===== src/rtl/ball_ctrl_pkg.sv =====
// Shared Pong geometry, FSM state codes and side encodings for the ball sequencer,
// game-control FSM and renderer.
package ball_ctrl_pkg;

  localparam int H_RES            = 640;
  localparam int V_RES            = 480;
  localparam int BALL_SIZE        = 8;
  localparam int PADDLE_W         = 8;
  localparam int PADDLE_H         = 64;
  localparam int L_PADDLE_X       = 16;
  localparam int R_PADDLE_X       = 616;
  localparam int INIT_SPEED       = 1;
  localparam int MAX_SPEED        = 4;
  localparam int HITS_PER_SPEEDUP = 4;

  localparam int L_FACE   = L_PADDLE_X + PADDLE_W;
  localparam int R_HIT_X  = R_PADDLE_X - BALL_SIZE;
  localparam int X_MAX    = H_RES - BALL_SIZE;
  localparam int Y_MAX    = V_RES - BALL_SIZE;
  localparam int X_CENTER = X_MAX / 2;
  localparam int Y_CENTER = Y_MAX / 2;

  localparam logic [2:0] ST_HOLD  = 3'd0;
  localparam logic [2:0] ST_WAIT  = 3'd1;
  localparam logic [2:0] ST_MOVE  = 3'd2;
  localparam logic [2:0] ST_CHECK = 3'd3;
  localparam logic [2:0] ST_DEAD  = 3'd4;

  localparam logic [1:0] SIDE_NONE  = 2'b00;
  localparam logic [1:0] SIDE_LEFT  = 2'b01;
  localparam logic [1:0] SIDE_RIGHT = 2'b10;

  // Signed headroom so a step past either screen edge stays representable.
  typedef logic signed [10:0] pos_t;

  function automatic pos_t step(input logic [9:0] p, input logic [2:0] spd,
                                input logic fwd);
    pos_t base;
    pos_t delta;
    base  = {1'b0, p};
    delta = {8'b0, spd};
    return fwd ? base + delta : base - delta;
  endfunction

endpackage


===== src/rtl/ball_ctrl_paddle_overlap.sv =====
// Combinational test of whether the ball's rows intersect a paddle's rows.
module paddle_overlap
  import ball_ctrl_pkg::*;
(
  input  logic [9:0] ball_y_i,
  input  logic [9:0] paddle_y_i,
  output logic       overlap_o
);

  logic [10:0] ball_bot;
  logic [10:0] pad_bot;

  assign ball_bot  = {1'b0, ball_y_i} + 11'(BALL_SIZE);
  assign pad_bot   = {1'b0, paddle_y_i} + 11'(PADDLE_H);
  assign overlap_o = (ball_bot > {1'b0, paddle_y_i}) && ({1'b0, ball_y_i} < pad_bot);

endmodule


===== src/rtl/ball_ctrl.sv =====
// Frame-synchronous ball motion: steps position once per frame, bounces off walls,
// reports paddle hits and misses, and ramps speed every few hits.
//
//   state    | meaning
//   HOLD     | ball parked at centre while the game FSM asserts restart
//   WAIT     | idle until the next endofframe pulse
//   MOVE     | compute next position, apply wall bounce on y
//   CHECK    | resolve paddle hit / miss, commit position, emit pulse
//   DEAD     | ball exited; frozen until restart
module ball_ctrl
  import ball_ctrl_pkg::*;
(
  input  logic       clk_i,
  input  logic       reset_n_i,
  input  logic       endofframe_i,
  input  logic       restart_i,
  input  logic [9:0] paddle_l_y_i,
  input  logic [9:0] paddle_r_y_i,
  output logic [9:0] ball_x_o,
  output logic [9:0] ball_y_o,
  output logic [1:0] collided_o,
  output logic [1:0] missed_o
);

  logic [2:0] state_q, state_d;
  logic [9:0] x_q, x_d, y_q, y_d, ny_q, ny_d;
  pos_t       nx_q, nx_d, ny_move;
  logic       dir_x_q, dir_x_d, dir_y_q, dir_y_d;
  logic [2:0] speed_q, speed_d;
  logic [1:0] hit_cnt_q, hit_cnt_d;
  logic [1:0] collided_q, collided_d, missed_q, missed_d;
  logic       ovl_l, ovl_r, hit;

  paddle_overlap u_ovl_l (.ball_y_i(ny_q), .paddle_y_i(paddle_l_y_i), .overlap_o(ovl_l));
  paddle_overlap u_ovl_r (.ball_y_i(ny_q), .paddle_y_i(paddle_r_y_i), .overlap_o(ovl_r));

  always_comb begin
    state_d    = state_q;
    x_d        = x_q;
    y_d        = y_q;
    nx_d       = nx_q;
    ny_d       = ny_q;
    dir_x_d    = dir_x_q;
    dir_y_d    = dir_y_q;
    speed_d    = speed_q;
    hit_cnt_d  = hit_cnt_q;
    collided_d = SIDE_NONE;
    missed_d   = SIDE_NONE;
    hit        = 1'b0;
    ny_move    = step(y_q, speed_q, dir_y_q);

    case (state_q)
      ST_HOLD: begin
        x_d = 10'(X_CENTER);
        y_d = 10'(Y_CENTER);
        if (!restart_i) state_d = ST_WAIT;
      end
      ST_WAIT: if (endofframe_i) state_d = ST_MOVE;
      ST_MOVE: begin
        nx_d = step(x_q, speed_q, dir_x_q);
        ny_d = ny_move[9:0];
        if (ny_move <= pos_t'(0)) begin
          ny_d    = '0;
          dir_y_d = 1'b1;
        end else if (ny_move >= pos_t'(Y_MAX)) begin
          ny_d    = 10'(Y_MAX);
          dir_y_d = 1'b0;
        end
        state_d = ST_CHECK;
      end
      ST_CHECK: begin
        y_d     = ny_q;
        state_d = ST_WAIT;
        // Hits require the ball to start on the playfield side of the face,
        // so a ball already past a paddle cannot be pulled back.
        if (!dir_x_q && x_q >= 10'(L_FACE) && nx_q <= pos_t'(L_FACE) && ovl_l) begin
          x_d        = 10'(L_FACE);
          dir_x_d    = 1'b1;
          collided_d = SIDE_LEFT;
          hit        = 1'b1;
        end else if (dir_x_q && x_q <= 10'(R_HIT_X) && nx_q >= pos_t'(R_HIT_X) && ovl_r) begin
          x_d        = 10'(R_HIT_X);
          dir_x_d    = 1'b0;
          collided_d = SIDE_RIGHT;
          hit        = 1'b1;
        end else if (nx_q <= pos_t'(0)) begin
          x_d      = '0;
          dir_x_d  = 1'b0;
          missed_d = SIDE_LEFT;
          state_d  = ST_DEAD;
        end else if (nx_q >= pos_t'(X_MAX)) begin
          x_d      = 10'(X_MAX);
          dir_x_d  = 1'b1;
          missed_d = SIDE_RIGHT;
          state_d  = ST_DEAD;
        end else begin
          x_d = nx_q[9:0];
        end
        if (hit) begin
          if (hit_cnt_q == 2'(HITS_PER_SPEEDUP - 1)) begin
            hit_cnt_d = '0;
            if (speed_q < 3'(MAX_SPEED)) speed_d = speed_q + 3'd1;
          end else begin
            hit_cnt_d = hit_cnt_q + 2'd1;
          end
        end
      end
      ST_DEAD: ;
      default: state_d = ST_HOLD;
    endcase

    if (restart_i) begin
      state_d    = ST_HOLD;
      x_d        = 10'(X_CENTER);
      y_d        = 10'(Y_CENTER);
      speed_d    = 3'(INIT_SPEED);
      hit_cnt_d  = '0;
      dir_x_d    = dir_x_q;
      collided_d = SIDE_NONE;
      missed_d   = SIDE_NONE;
    end
  end

  always_ff @(posedge clk_i or negedge reset_n_i) begin
    if (!reset_n_i) begin
      state_q    <= ST_HOLD;
      x_q        <= 10'(X_CENTER);
      y_q        <= 10'(Y_CENTER);
      nx_q       <= '0;
      ny_q       <= '0;
      dir_x_q    <= 1'b1;
      dir_y_q    <= 1'b1;
      speed_q    <= 3'(INIT_SPEED);
      hit_cnt_q  <= '0;
      collided_q <= SIDE_NONE;
      missed_q   <= SIDE_NONE;
    end else begin
      state_q    <= state_d;
      x_q        <= x_d;
      y_q        <= y_d;
      nx_q       <= nx_d;
      ny_q       <= ny_d;
      dir_x_q    <= dir_x_d;
      dir_y_q    <= dir_y_d;
      speed_q    <= speed_d;
      hit_cnt_q  <= hit_cnt_d;
      collided_q <= collided_d;
      missed_q   <= missed_d;
    end
  end

  assign ball_x_o   = x_q;
  assign ball_y_o   = y_q;
  assign collided_o = collided_q;
  assign missed_o   = missed_q;

endmodule


===== config.mk =====
export PLATFORM = sky130hd
export DESIGN_NAME = ball_ctrl
export DESIGN_NICKNAME = d
export VERILOG_FILES = /design/src/rtl/ball_ctrl_pkg.sv /design/src/rtl/ball_ctrl_paddle_overlap.sv /design/src/rtl/ball_ctrl.sv
export SDC_FILE = /design/constraint.sdc
export NUM_CORES = 1
export LEC_CHECK = 0
export CAP_MARGIN = 40
export CORE_MARGIN = 2
export CORE_UTILIZATION = 41
export DETAILED_ROUTE_END_ITERATION = 8
export GPL_TIMING_DRIVEN = 1
export HOLD_SLACK_MARGIN = 0.12
export SLEW_MARGIN = 0
export SYNTH_ARGS = -nofsm -noshare
export SYNTH_HDL_FRONTEND = slang
export SYNTH_HIERARCHICAL = 1
export SYNTH_SLANG_ARGS = --single-unit

===== constraint.sdc =====
create_clock -name clk_i -period 7.6 [get_ports clk_i]
set_input_delay 1.52 -clock clk_i [delete_from_list [all_inputs] [get_ports clk_i]]
set_output_delay 1.52 -clock clk_i [all_outputs]
set_load 0.005 [all_outputs]

* After elaboration in Yosys (flattened, before gate mapping)
Index checks and enable logic that the tools add are counted.
Storage, ports and cells: register bits 55, input bits 24, output and inout bits 24
Cells by class: add/subtract/negate cells 9, $lt $le $gt $ge 13, equal/unequal tests 7, muxes and demuxes 47, bitwise operators 1, reductions and logical operators 22
Operator list (count):
- $mux W10 | 8
- $pmux W10 S2 | 2
- $mux W3 | 11
- $mux W2 | 14
- $add A10 B3 Y11 | 2
- $add A10 B7 Y11 const B | 2
- $ge A11 B11 Y1 const B | 2
- $gt A11 B10 Y1 | 2
- $le A11 B1 Y1 const B | 2
- $lt A10 B11 Y1 | 2
- $mux W11 | 2
- $sub A10 B3 Y11 | 2
- $pmux W3 S5 | 1
- $add A10 B4 Y11 const B | 1
- $ge A11 B10 Y1 const B | 1
- $le A11 B6 Y1 const B | 1
- $ge A10 B5 Y1 const B | 1
- $le A10 B10 Y1 const B | 1
- $reduce_bool A2 Y1 | 5
- $mux W1 | 9
- $logic_and A1 B1 Y1 | 8
- $eq A3 B2 Y1 const B | 2
- $reduce_and A2 Y1 | 3
- $reduce_and A4 Y1 | 1
- other kinds (14) | 14

* Logic depth before layout (Yosys ltp)
Gate-level depths: netlist (run 1).
word-level depth 10, depth in mapped cells 14, gate-level depth less buffers 14

* Hierarchy
The synthesis (run 1) kept the hierarchy.
By module, submodules not included:
- ball_ctrl | instances 1, cells each 404, area each 3751.1 um^2, seq. area each 1392.6 um^2
- paddle_overlap | instances 2, cells each 75, area each 565.5 um^2, seq. area each 0.0 um^2

* Worst setup path before layout (run 1)
OpenSTA, ideal clock, no wires.
path type input to register, start point in paddle_l_y_i[6], end point reg hit_cnt_q[1], data arrival time 3.829 ns, required time 7.469 ns, setup slack 3.640 ns, stages 13, cells stage by stage ha_1 -> xnor2_1 -> ha_1 -> a21oi_1 -> nor2b_1 -> o21a_1 -> a2111oi_2 -> nand2b_1 -> a221o_1 -> a21boi_1 -> nor3_1 -> mux2i_1 -> nor2_1
On the way: word-level cells in the longest chain between the ends 8, elaborated cells on any way between the ends 9, classes of those cells add/sub (1); order compare (2); mux (2); reduce/logical (4)
RTL lines:
- start, declared | RTL line ball_ctrl.sv:17 | input logic [9:0] paddle_l_y_i,
- $add A10 B7 Y11 | RTL line ball_ctrl_paddle_overlap.sv:14 | assign pad_bot = {1'b0, paddle_y_i} + 11'(PADDLE_H);
- $lt A10 B11 Y1 | RTL line ball_ctrl_paddle_overlap.sv:15 | assign overlap_o = (ball_bot > {1'b0, paddle_y_i}) && ({1'b0, ball_y_i} < pad_bot);
- $logic_and A1 B1 Y1 (*) | RTL line ball_ctrl_paddle_overlap.sv:15
- net ovl_l | RTL line ball_ctrl.sv:32 | logic ovl_l, ovl_r, hit;
- $logic_and A1 B1 Y1 (*) | RTL line ball_ctrl.sv:76 | if (!dir_x_q && x_q >= 10'(L_FACE) && nx_q <= pos_t'(L_FACE) && ovl_l) begin
- $mux W1 (*) | RTL line ball_ctrl.sv:76
- $mux W1 (*) | RTL line ball_ctrl.sv:52 | case (state_q)
- $reduce_bool A2 Y1 (no source line) (*)
- $reduce_and A2 Y1 (no source line) (*)
- end signal, assigned | RTL line ball_ctrl.sv:146 | hit_cnt_q <= hit_cnt_d;
- end, declared | RTL line ball_ctrl.sv:30 | logic [1:0] hit_cnt_q, hit_cnt_d;
Mark *: on every way through the listed nets, which the timed path passes. The rest lies on a longest branch. The select of a mux whose other input is x is not followed. A chain may end at the register's enable or synchronous reset.

* Worst setup path after layout (run 1)
Same ends and word-level chain as after synthesis.

==> metrics.cfg, run 1 <==
[pwr]
p_leak_nw = 2.390
power_density_nw_per_um2 = 304.6
p_total_mw = 1.700
peakVddDrop_mv = 0.1484

[clock_tree]
hold_buffers = 0
worstSkewPairLatency_ns = 0.29
cts_buffers = 5
cts_tree = yes
clock_sinks = 55
clockBufferDepth = 2
cts_resized = 0
clk_pin_slew_ns = 0.07
postCtsSetupRepairBufs = 0
cts_htree_levels = 2
clock-root-buffer = clkbuf_16

[place]
port_buffers = 47
dpl.cell_count = 727
placed_area_sq_um = 5441
dp_hpwl_mm = 9.624
dp_slack_ns = 2.718
gp_routability_congestion = 0.9081

[setup_path]
rr_startpoint = ny_q[3]
arrival_ns = 4.77
crit_start = paddle_l_y_i[6]
cp_cell_sequence = clkdlybuf4s50_1 > ha_1 > xnor2_1 > ha_1 > a21oi_1 > nor2b_1 > o21a_1 > a2111oi_2 > nand2b_1 > a221o_1 > a21boi_1 > nor3_1 > mux2i_1 > nor2_1
required_ns = 7.77
cp-endpoint = hit_cnt_q[1]
critPathMostFrequentCell = ha_1
startpoint_type = input pin
reg2reg_depth = 13
cp_max_fo = 5
cp-end-kind = flop
cpPeakStageDelay_ns = 0.47
path_class = in2reg
crit_slowest_cell = clkdlybuf4s50_1
worst_r2r_endpoint = hit_cnt_q[1]
r2r_setup_slack_ns = 3.64

[timing]
rsz0062_at_grt = no
worst_hold_slack_ns = 0.5292
finClkSkew_ns = 0.01243
drv_slew = 0
period_minus_slack_ns = 4.602
max_freq_mhz = 217.3
setup_viol = 0
slew_headroom_pct = 38.35
hold_viol_final = 0
setup-tns-final_ns = 0
finalCritPeriodShare_pct = 60.55
tightest_slew_ns = 0.9213
finalWorstSetupSlack_ns = 2.998

[yosys]
syn_nets = 639
synth_area_leaders = dfrtp_1, ha_1, dfstp_2, xnor2_1, a21oi_1
synthFlopType = dfrtp_1
synth_compound_area_share_pct = 23.24
synthSimpleGateAreaFrac_pct = 19.78
syn-cell-area_sq_um = 4882
yosysTopAreaCell = dfrtp_1
yosys.area_share.xor_xnor_pct = 4.818
synth_top_family_by_area = compound AO/OA/AOI/OAI gates
ys_ff_latch = 55
synthMuxAreaShare_pct = 1.948
yosysWarningCount = 6
async_flop_share_pct = 100.0
synth_edf_count = 0
synth_top_area_share_pct = 21.53
ys_types = 75
synth-seq-area-share_pct = 28.52
syn-instance-count = 554
synthAdderAreaFrac_pct = 15.94
synth_area_per_cell_sq_um = 8.813

[status]
violations = design-rule violations
status = finished, violations left

[cells_and_area]
syn2layout_area_growth_pct = 14.35
nets = 676
finalInstanceArea_sq_um = 5583
fin_util_pct = 48.48
multi_input_area_sq_um = 3209
diodes = 0
seq_area_sq_um = 1393
finalNonFillerCells = 735
fillers = 1063
drive_above_1_share_pct = 9.797

[run]
drv_cap = 0

[floorplanning]
fp.dieW_um = 113.1
ioPinCount = 48
chipHeight_um = 113.1
rows = 39
die-area_sq_um = 12800
core_area_sq_um = 11520
initial_core_util_pct = 42.39

[routing]
vias = 4289
route.detailed.drc = 5
wl_per_cell_um = 17.49
drt-total-wl_mm = 12.86
first_iter_violations = 297
first_pass_iters = 7
ant_nets = 0
viasPerCell = 5.835

[grt]
track_usage_pct = 20.45
grt_max_degree = 56
gr-total-overflow = 0
antenna_found_initial = 0
grt_pass1_wl_mm = 21.46
grt_pass1_vias = 4280

[min_path]
hold_path_class = reg2reg

## how the worst min path moves through the flow
| stage | start | endpoint | slack [ns] | cells past startpoint |
|---|---|---|---|---|
| 2_1_floorplan | nx_q[1] | nx_q[1] | 0.47 | 2 |
| 3_3_place_gp | nx_q[1] | nx_q[1] | 0.50 | 2 |
| 3_5_place_dp | nx_q[1] | nx_q[1] | 0.50 | 2 |
| 4_1_cts | nx_q[1] | nx_q[1] | 0.52 | 2 |
| 5_1_grt | ball_y_o[2] | ball_y_o[2] | 0.55 | 1 |
| 6_report | nx_q[1] | nx_q[1] | 0.53 | 2 |
## logic make-up (layout without fill, tap and decap cells)
kind of cell	Yosys count	in the layout
buf+inv	66	104
mux	9	9
xor+xnor	26	26
fa+ha+maj	61	61
compound gates	153	153
simple gates	184	184
flops	55	55
## area by class of cell
type	count	share of cell area, %
Clock buffer	6	2.308
Clock inverter	2	0.2241
Inverter	46	3.093
Multi-Input combinational cell	433	57.49
Sequential cell	55	24.94
Tap cell	143	3.205
Timing Repair Buffer	50	8.740
## cells in the final DEF, fill, tap and decap left out, types with 5 or more instances in the layout
| master | count |
|---|---|
| a21o_1 | 5 |
| or2_2 | 5 |
| inv_1 | 46 |
| dfrtp_1 | 42 |
| nor2b_1 | 6 |
| nor3b_1 | 6 |
| o21ai_0 | 25 |
| ha_1 | 59 |
| a211oi_1 | 6 |
| o21bai_1 | 5 |
| clkbuf_16 | 5 |
| nor2_1 | 40 |
| dfstp_2 | 13 |
| o22ai_1 | 5 |
| mux2i_1 | 5 |
| nor4_1 | 9 |
| nor3_1 | 12 |
| nand2b_1 | 6 |
| nand4_1 | 10 |
| xnor2_1 | 22 |
| nand3_1 | 25 |
| a21oi_1 | 36 |
| nand2_1 | 35 |
| clkdlybuf4s50_1 | 46 |
| o211ai_1 | 5 |
## sequential cells by signal (all words and copies together), names as in the netlist
signal,flops
nx_q,11
hit_cnt_q,2
speed_q,3
collided_o,2
ball_x_o,10
state_q,3
missed_o,2
dir_y_q,1
dir_x_q,1
ball_y_o,10
ny_q,10
## metal layers
metal	vias to the layer above	track usage, %	wire, um
met3	9	1.982	379
met1	2082	29.25	6204
met4	0	3.415	99
li1	2116	-	-
met2	82	34.21	6175
met5	-	0	0
## cells in the mapped netlist, types with 6 or more instances
master    instances
a211oi_1          6
a21oi_1          36
clkbuf_1         13
dfrtp_1          42
dfstp_2          13
ha_1             59
inv_1            46
nand2_1          35
nand2b_1          6
nand3_1          25
nand4_1          10
nor2_1           40
nor2b_1           6
nor3_1           12
nor3b_1           6
nor4_1            9
o21ai_0          25
xnor2_1          22
## critical path: cells and delay by family
family          cells  cell delay [ns]
simple gates        4             0.63
compound gates      5             1.23
xor+xnor            1             0.13
buf+inv             1             0.47
fa+ha+maj           2             0.55
mux                 1             0.24
## power breakdown
| group | total, mW | switching [mW] | internal, mW |
|---|---|---|---|
| registers | 0.490 | 0.133 | 0.357 |
| clock network | 0.227 | 0.105 | 0.122 |
| logic | 0.984 | 0.572 | 0.411 |
Power figures use the tool's default switching activity.
==> run 2: changes to the inputs <==
==> constraint.sdc (replaced) <==
create_clock -name clk_i -period 4.1 [get_ports clk_i]
set_input_delay 0.82 -clock clk_i [delete_from_list [all_inputs] [get_ports clk_i]]
set_output_delay 0.82 -clock clk_i [all_outputs]
set_load 0.005 [all_outputs]
==> metrics.cfg, run 2 (synthesis results as in run 1) <==
[clock_tree]
clk_pin_slew_ns = 0.07
cts_buffers = 5
hold_buffers = 0
cts_htree_levels = 2
clock_sinks = 55
postCtsSetupRepairBufs = 0
worstSkewPairLatency_ns = 0.29
clock-root-buffer = clkbuf_16
cts_resized = 0
cts_tree = yes
clockBufferDepth = 2

[cells_and_area]
fillers = 1096
seq_area_sq_um = 1393
diodes = 0
drive_above_1_share_pct = 10.70
mostFrequentLayoutCells = ha_1, inv_1, clkdlybuf4s50_1, dfrtp_1, nor2_1
finalNonFillerCells = 741
finalInstanceArea_sq_um = 5644
final_common_cell = ha_1
top_register = nx_q
nets = 682
multi_input_area_sq_um = 3214
syn2layout_area_growth_pct = 15.61
largest_register_ffs = 11

[setup_path]
critPathMostFrequentCell = ha_1
arrival_ns = 4.01
path_class = in2reg
r2r_setup_slack_ns = 0.32
worst_r2r_endpoint = speed_q[1]
cp-endpoint = speed_q[1]
crit_slowest_cell = clkdlybuf4s50_1
cp-end-kind = flop
path_depth = 14
startpoint_type = input pin
cpPeakStageDelay_ns = 0.49
crit_start = paddle_l_y_i[6]
reg2reg_depth = 13
cp_cell_sequence = clkdlybuf4s50_1 > ha_1 > xnor2_1 > ha_1 > a21oi_1 > nor2b_1 > o21a_1 > a2111oi_2 > nand2b_1 > a221o_1 > a21boi_1 > and4bb_2 > mux2i_1 > nor2_1
rr_startpoint = ny_q[4]
path_buf_inv = 1
cp_max_fo = 5
path_delay_family = compound AO/OA/AOI/OAI gates
required_ns = 4.27

[timing]
tightest_slew_ns = 0.8905
rsz0062_at_grt = no
hold_viol_final = 0
finClkSkew_ns = 0.01400
finalWorstSetupSlack_ns = 0.2627
drv_slew = 0
max_freq_mhz = 260.6
setup_viol = 0
slew_headroom_pct = 40.41
period_minus_slack_ns = 3.837
finalCritPeriodShare_pct = 93.59

[place]
dp_hpwl_mm = 9.839
port_buffers = 47
gp_routability_congestion = 0.9369
dpl.cell_count = 733
dp_slack_ns = -0.002411
placed_area_sq_um = 5499

[routing]
drt-total-wl_mm = 12.88
first_pass_iters = 6
route.detailed.drc = 5
vias = 4381
viasPerCell = 5.912
wl_per_cell_um = 17.38
first_iter_violations = 291
ant_nets = 0

[floorplanning]
initial_core_util_pct = 42.39
chipHeight_um = 113.1
rows = 39
core_area_sq_um = 11520
ioPinCount = 48
die-area_sq_um = 12800
fp.dieW_um = 113.1

[pwr]
power_density_nw_per_um2 = 560.7
p_leak_nw = 2.424
peakVddDrop_mv = 0.2451
p_total_mw = 3.165

[grt]
gr-total-overflow = 0
grt_pass1_wl_mm = 21.87
grt_pass1_vias = 4430
antenna_found_initial = 0
track_usage_pct = 20.59
grt_max_degree = 44

[min_path]
hold_path_class = in2async

[run]
drv_cap = 0

[status]
status = finished, violations left
violations = design-rule violations

==> run 2: changes by cell type in the layout (fill, tap and decap cells not counted) <==
cell / delta
buf_4: +5
nor3b_1: -1
clkbuf_1: +1
nor3b_2: +1
clkinv_2: -1
buf_12: +1
==> run 2: worst register-to-register path, delay by kind of cell, from the launching register on <==
family	cells	cell delay, ns
XOR/XNOR	1	0.16
AO/OA/AOI/OAI	5	1.37
adder cells (fa/ha/maj)	2	0.63
flip-flops	1	0.65
AND/OR/NAND/NOR	4	0.66
multiplexers	1	0.19
==> run 2: area by class of cell <==
type	count	share of cell area (%)
clock inverter	1	0.1330
clock buffer	7	2.350
sequential	55	24.67
inverter	46	3.059
timing repair buffer	56	9.665
tap	143	3.170
multi-input combinational	433	56.95
==> run 2: metrics by stage <==
stage,util [%],TNS [ns],hold slack [ns]
2_1_floorplan,-,0,0.4694
3_3_place_gp,47.58,0,0.5031
3_5_place_dp,47.75,-0.002411,0.5056
4_1_cts,48.97,0,0.4693
5_1_grt,49.01,0,0.4928
6_report,49.01,0,0.4624
==> run 2: power by group <==
group          total, mW  switching (mW)  internal [mW]  leakage, nW
Sequential         0.890           0.228          0.663        0.691
Clock              0.410           0.183          0.227       0.0641
Combinational       1.86            1.08          0.782         1.67
==> run 2: worst min path at each step <==
stage | start | to | depth (start not counted)
after floorplan | nx_q[1] | nx_q[1] | 2
after global placement | nx_q[1] | nx_q[1] | 2
after detailed placement | nx_q[1] | nx_q[1] | 2
after CTS | reset_n_i | hit_cnt_q[0] | 1
after global routing | reset_n_i | hit_cnt_q[1] | 1
final | reset_n_i | hit_cnt_q[0] | 1
==> run 2: metal layers <==
metal  up-vias  share of wire [%]  GRT usage [%]
li1       2142                  -              -
met1      2114                 48          28.99
met2       111                 47          34.29
met3        14                3.6          2.089
met4         0                1.7          4.715
met5         -                  0              0
==> run 3: changes to the inputs <==
--- a/config.mk
+++ b/config.mk
@@ -10,7 +10,6 @@
 export CORE_UTILIZATION = 41
 export DETAILED_ROUTE_END_ITERATION = 8
 export GPL_TIMING_DRIVEN = 1
-export HOLD_SLACK_MARGIN = 0.12
 export SLEW_MARGIN = 0
 export SYNTH_ARGS = -nofsm -noshare
 export SYNTH_HDL_FRONTEND = slang
==> results of run 3 <==
Same layout as run 2: the final DEF is identical, and so are final timing and power.
